===== config.mk =====
export PLATFORM = sky130hd
export DESIGN_NAME = alu_issue_stage
export DESIGN_NICKNAME = d
export VERILOG_FILES = /design/src/rtl/alu_issue_stage.sv
export SDC_FILE = /design/constraint.sdc
export NUM_CORES = 2
export LEC_CHECK = 0
export CORE_UTILIZATION = 55
export DETAILED_ROUTE_END_ITERATION = 7
export GPL_TIMING_DRIVEN = 0
export PLACE_DENSITY = 0.69
export SLEW_MARGIN = 10
export SYNTH_ARGS = -nofsm -noshare
export SYNTH_HDL_FRONTEND = slang
export SYNTH_SLANG_ARGS = --single-unit

===== constraint.sdc =====
create_clock -name clk -period 3.9 [get_ports clk]
set_input_delay 0.78 -clock clk [delete_from_list [all_inputs] [get_ports clk]]
set_output_delay 0.78 -clock clk [all_outputs]
set_load 0.005 [all_outputs]

===== src/rtl/alu_issue_stage.sv =====
// RV32I decode/issue stage feeding a registered ALU; owns the integer regfile.
// Optional LUI/AUIPC issue is enabled by defining ALU_ISSUE_UPPER_EN.
module alu_issue_stage #(
    parameter int XLEN      = 32,
    parameter int REG_COUNT = 32
) (
    input  logic            clk,
    input  logic            rst_n,
    input  logic            in_valid,
    output logic            in_ready,
    input  logic [31:0]     in_instr,
    input  logic [31:0]     in_pc,
    output logic            alu_i,
    output logic [XLEN-1:0] alu_op0,
    output logic [XLEN-1:0] alu_op1,
    output logic [3:0]      alu_opcode,
    input  logic [XLEN-1:0] alu_result,
    output logic            illegal,
    input  logic [4:0]      dbg_addr,
    output logic [XLEN-1:0] dbg_data
);

    localparam int AW = (REG_COUNT > 1) ? $clog2(REG_COUNT) : 1;

    localparam logic [6:0] OPC_OP    = 7'b0110011;
    localparam logic [6:0] OPC_IMM   = 7'b0010011;
    localparam logic [6:0] OPC_LUI   = 7'b0110111;
    localparam logic [6:0] OPC_AUIPC = 7'b0010111;

    logic [XLEN-1:0] r_regs [REG_COUNT];

    logic            r_s1_v;
    logic [4:0]      r_s1_rd;
    logic            r_s2_v;
    logic [4:0]      r_s2_rd;

    logic [6:0]      w_major;
    logic [2:0]      w_f3;
    logic [6:0]      w_f7;
    logic [4:0]      w_rd;
    logic [4:0]      w_rs1;
    logic [4:0]      w_rs2;
    logic            w_bad_rd;
    logic            w_bad_rs1;
    logic            w_bad_rs2;
    logic [XLEN-1:0] w_imm;
    logic [XLEN-1:0] w_uimm;
    logic [XLEN-1:0] w_rs1v;
    logic [XLEN-1:0] w_rs2v;

    logic            w_legal;
    logic [3:0]      w_opc;
    logic [XLEN-1:0] w_op0;
    logic [XLEN-1:0] w_op1;
    logic            w_use1;
    logic            w_use2;
    logic            w_stall;
    logic            w_xfer;

    assign w_major = in_instr[6:0];
    assign w_f3    = in_instr[14:12];
    assign w_f7    = in_instr[31:25];
    assign w_rd    = in_instr[11:7];
    assign w_rs1   = in_instr[19:15];
    assign w_rs2   = in_instr[24:20];

    assign w_bad_rd  = int'(w_rd)  >= REG_COUNT;
    assign w_bad_rs1 = int'(w_rs1) >= REG_COUNT;
    assign w_bad_rs2 = int'(w_rs2) >= REG_COUNT;

    assign w_imm  = XLEN'($signed(in_instr[31:20]));
    assign w_uimm = XLEN'($signed({in_instr[31:12], 12'b0}));

    // Operand read with bypass from the result the ALU is presenting now
    always_comb begin
        w_rs1v = '0;
        w_rs2v = '0;
        if (w_rs1 != 5'd0 && !w_bad_rs1) begin
            if (r_s2_v && r_s2_rd == w_rs1) w_rs1v = alu_result;
            else w_rs1v = r_regs[w_rs1[AW-1:0]];
        end
        if (w_rs2 != 5'd0 && !w_bad_rs2) begin
            if (r_s2_v && r_s2_rd == w_rs2) w_rs2v = alu_result;
            else w_rs2v = r_regs[w_rs2[AW-1:0]];
        end
    end

`ifdef ALU_ISSUE_UPPER_EN
    logic [XLEN-1:0] w_pc;
    assign w_pc = XLEN'(in_pc);
`else
    logic w_unused_pc;
    assign w_unused_pc = ^in_pc;
`endif

    // Decode major opcode into ALU op, operands and source usage
    always_comb begin
        w_legal = 1'b0;
        w_opc   = 4'd0;
        w_op0   = w_rs1v;
        w_op1   = w_rs2v;
        w_use1  = 1'b0;
        w_use2  = 1'b0;
        case (w_major)
            OPC_OP: begin
                w_use1  = 1'b1;
                w_use2  = 1'b1;
                w_opc   = {w_f3, in_instr[30]};
                w_legal = !w_bad_rd && !w_bad_rs1 && !w_bad_rs2 &&
                          (w_f7 == 7'b0000000 ||
                           (w_f7 == 7'b0100000 &&
                            (w_f3 == 3'b000 || w_f3 == 3'b101)));
            end
            OPC_IMM: begin
                w_use1  = 1'b1;
                w_op1   = w_imm;
                w_opc   = {w_f3, (w_f3 == 3'b101) ? in_instr[30] : 1'b0};
                w_legal = !w_bad_rd && !w_bad_rs1;
            end
`ifdef ALU_ISSUE_UPPER_EN
            OPC_LUI: begin
                w_op0   = '0;
                w_op1   = w_uimm;
                w_legal = !w_bad_rd;
            end
            OPC_AUIPC: begin
                w_op0   = w_pc;
                w_op1   = w_uimm;
                w_legal = !w_bad_rd;
            end
`endif
            default: w_legal = 1'b0;
        endcase
    end

    assign w_stall = w_legal && r_s1_v && r_s1_rd != 5'd0 &&
                     ((w_use1 && w_rs1 == r_s1_rd) ||
                      (w_use2 && w_rs2 == r_s1_rd));

    assign in_ready = !w_stall;
    assign w_xfer   = in_valid && in_ready;

    // Issue registers toward the ALU and the illegal pulse
    always_ff @(posedge clk or negedge rst_n) begin
        if (!rst_n) begin
            alu_i      <= 1'b0;
            alu_op0    <= '0;
            alu_op1    <= '0;
            alu_opcode <= 4'd0;
            illegal    <= 1'b0;
        end else begin
            alu_i   <= w_xfer && w_legal;
            illegal <= w_xfer && !w_legal;
            if (w_xfer && w_legal) begin
                alu_op0    <= w_op0;
                alu_op1    <= w_op1;
                alu_opcode <= w_opc;
            end
        end
    end

    // Destination tags for the two in-flight ALU stages
    always_ff @(posedge clk or negedge rst_n) begin
        if (!rst_n) begin
            r_s1_v  <= 1'b0;
            r_s1_rd <= 5'd0;
            r_s2_v  <= 1'b0;
            r_s2_rd <= 5'd0;
        end else begin
            r_s1_v  <= w_xfer && w_legal;
            r_s1_rd <= w_rd;
            r_s2_v  <= r_s1_v;
            r_s2_rd <= r_s1_rd;
        end
    end

    // Register file writeback from the ALU result stage
    always_ff @(posedge clk or negedge rst_n) begin
        if (!rst_n) begin
            for (int k = 0; k < REG_COUNT; k++) r_regs[k] <= '0;
        end else if (r_s2_v && r_s2_rd != 5'd0) begin
            r_regs[r_s2_rd[AW-1:0]] <= alu_result;
        end
    end

    assign dbg_data = (dbg_addr == 5'd0 || int'(dbg_addr) >= REG_COUNT) ?
                      '0 : r_regs[dbg_addr[AW-1:0]];

endmodule


==> results_dict.tcl <==
set metrics [dict create \
    die_w_microns 346 \
    rsz0062_at_grt "yes" \
    tightest_slew_ps 1460 \
    synthCells 4219 \
    finalSetupViolCount 21 \
    cts_max_level 4 \
    period_share_pct 105 \
    cts-root-buf "clkbuf_16" \
    synth_cell_types 54 \
    drc_errors 0 \
    p_leak_nw 31.7 \
    port_buffers 164 \
    hold_path.class "in2reg" \
    cts_made_buffers 131 \
    arrival_ps 4730 \
    dp_hpwl_microns 205000 \
    max_freq_ghz 0.245 \
    pre_cts_slack_ps -1680 \
    ys_warn_count 0 \
    area_growth_pct 16.0 \
    ir_drop_uv 514 \
    cts_tree "yes" \
    grt_use_total_pct 47.1 \
    total_power_mw 29.5 \
    period_minus_slack_ps 4090 \
    netlist_area_sq_um 65000 \
    max-cap-violations 0 \
    routedWlPerCell_microns 44.9 \
    avgSynthCellArea_sq_um 15.4 \
    initial_core_util_pct 55.7 \
    ys_async_sr_fraction_pct 100 \
    fin_worst_skew_ps 17.4 \
    globalRoute.totalOverflow 0 \
    cts_sinks 1105 \
    wirelength_microns 280000 \
    path_clk_slew_ps 60 \
    synth-edff-count 0 \
    maxSlewViolCount 0 \
    synth-main-ff-cell "dfrtp_1" \
    cp_max_fo 10 \
    crit_path_start_kind "input pin" \
    rows 125 \
    fin_setup_tns_ps -1160 \
    antenna_found_initial 15 \
    fin_cells 6236 \
    fp.dieH_microns 346 \
    nNetsFinal 4711 \
    violations "negative setup slack" \
    vias_per_cell 7.71 \
    dr.pass1.iters 7 \
    drtAntennaViolNets 0 \
    synth-seq-cells 1105 \
    slew_headroom_pct 2.58 \
    core_sq_um 117000 \
    hold_viol_final 0 \
    cts_buffer_depth 3 \
    finalWorstSetupSlack_ps -185 \
    cp-end-kind "flip-flop" \
    syn_nets 4323 \
    worst_skew_pair.late_latency_ps 790 \
    vias 48100 \
    post-place-cells 5916 \
    design_area_sq_um 75500 \
    path_class "in2reg" \
    status "complete, but fails checks" \
    grt_pass1_vias 46299 \
    yosysSeqAreaShare_pct 42.5 \
    globalplace.congestion 1.05 \
    placed_area_sq_um 68800 \
    layout-drive-gt1-share_pct 50.5 \
    grt_max_degree 166 \
    ios 207 \
    worstPathRequired_ps 4540 \
    grt_pass1_wl_microns 382000 \
    dieArea_sq_um 120000 \
    drt_iter0_markers 8054 \
    power_density_nw_per_um2 391 \
]
==> flip-flops by register name (all words and copies together), names as in the netlist <==
signal	cells
r_regs	1024
alu_op0	32
alu_op1	32
r_s1_rd	5
r_s2_rd	5
alu_opcode	4
illegal	1
r_s1_v	1
r_s2_v	1
==> worst max-delay path, cell delays in order <==
cell             delay (ps)
clkdlybuf4s50_1         540
buf_4                   400
buf_4                   440
nor2b_1                 390
nand2b_1                340
clkbuf_1                470
o22ai_1                 770
nor4_1                  100
a22oi_1                 340
nand3_1                 120
==> what timing repair did <==
action / 4_1_cts / 5_1_grt
pin swaps: 5 / 10
hold endpoints to repair: 51 / 0
endpoints found under the setup margin: 43 / 33
hold buffers: 1 / 0
gates cloned: 7 / 1
resized for setup: 330 / 72
buffers inserted: 48 / 28
==> power by group <==
| group | total (mW) | switching [mW] | internal (mW) | leakage (nW) |
|---|---|---|---|---|
| clock | 12.9 | 5.24 | 7.66 | 2.18 |
| sequential | 12.2 | 0.377 | 11.8 | 14.3 |
| combinational | 4.41 | 2.55 | 1.87 | 15.2 |
==> cells in the final DEF, fill, tap and decap left out, types with 6 or more instances in the layout <==
master / synthesis / routed
clkbuf_16: 0 / 151
nor2_1: 88 / 73
nor4_1: 26 / 25
bufinv_16: 0 / 12
xor2_1: 15 / 14
o22ai_2: 1 / 6
clkbuf_2: 0 / 23
buf_4: 15 / 62
a22o_1: 10 / 10
buf_2: 105 / 88
a22oi_1: 66 / 62
a21oi_1: 12 / 12
nand3_1: 31 / 31
nor2_2: 1 / 13
clkbuf_8: 0 / 46
a222oi_1: 18 / 18
buf_1: 81 / 71
mux2i_1: 170 / 162
buf_12: 0 / 31
dlygate4sd2_1: 0 / 8
clkbuf_1: 296 / 274
nor2b_1: 14 / 14
mux4_2: 831 / 831
o21ai_0: 33 / 33
buf_8: 1 / 7
clkdlybuf4s15_1: 0 / 8
buf_6: 5 / 12
nand2_1: 85 / 85
buf_16: 0 / 24
clkinv_2: 0 / 25
xnor2_1: 6 / 6
o22ai_1: 151 / 146
clkbuf_4: 0 / 8
mux2_2: 992 / 992
clkdlybuf4s50_1: 0 / 129
diode_2: 0 / 7
dfrtp_1: 1105 / 1104
a211oi_1: 10 / 7
==> cells in the mapped netlist, types with 15 or more instances <==
cell | count | area share (%)
dfrtp_1 | 1105 | 43
mux2_2 | 992 | 17
mux4_2 | 831 | 29
clkbuf_1 | 296 | 1.7
mux2i_1 | 170 | 2.6
o22ai_1 | 151 | 1.5
buf_2 | 105 | 0.81
nor2_1 | 88 | 0.51
nand2_1 | 85 | 0.49
buf_1 | 81 | 0.47
a22oi_1 | 66 | 0.76
o21ai_0 | 33 | 0.25
nand3_1 | 31 | 0.24
nor4_1 | 26 | 0.25
a222oi_1 | 18 | 0.28
buf_4 | 15 | 0.17
xor2_1 | 15 | 0.20
==> final timing paths <==
path / startpoint / endpoint / slack, ps / cells after the start
min reg2reg: alu_opcode[3] / alu_opcode[3] / 470 / 2
min in group asynchronous: rst_n / r_regs[166] / 520 / 2
min: in_instr[31] / alu_op1[30] / 360 / 3
max: in_instr[21] / alu_op1[23] / -190 / 10
max reg2reg: r_s2_rd[2] / alu_op1[27] / 60 / 9
max in group asynchronous: rst_n / r_regs[691] / 840 / 5
==> logic make-up after synthesis <==
logic type,Yosys count,synth area share [%]
buffers and inverters,506,3.28
flip-flops,1105,42.5
AO/OA/AOI/OAI,311,3.25
AND/OR/NAND/NOR,283,2.07
multiplexers,1993,48.6
XOR/XNOR,21,0.283
==> through the flow <==
step	hold WS [ps]	util, %
floorplan	412	-
global route	371	64.7
CTS	336	64.4
finish	361	64.7
detailed placement	456	59.0
global placement	458	58.8
==> layer usage <==
| layer | part of all wire (%) | vias up | global-route usage (%) |
|---|---|---|---|
| met4 | 5.3 | 26 | 20.5 |
| li1 | - | 17689 | - |
| met3 | 17 | 769 | 26.6 |
| met1 | 36 | 25548 | 62.6 |
| met2 | 41 | 4068 | 62.5 |
| met5 | 0.27 | - | 3.48 |
==> area by class of cell <==
class | instances | area, sq um
multi-input cells | 2608 | 35500
plain buffers | 501 | 3100
well taps | 1524 | 1910
clock buffers | 189 | 3860
fillers | 8495 | 41200
clock inverters | 42 | 537
diodes | 7 | 17.5
repair buffers | 257 | 2910
inverters | 3 | 11.3
flip-flops and latches | 1105 | 27700
No activity file was read; power rests on OpenSTA's default activity.
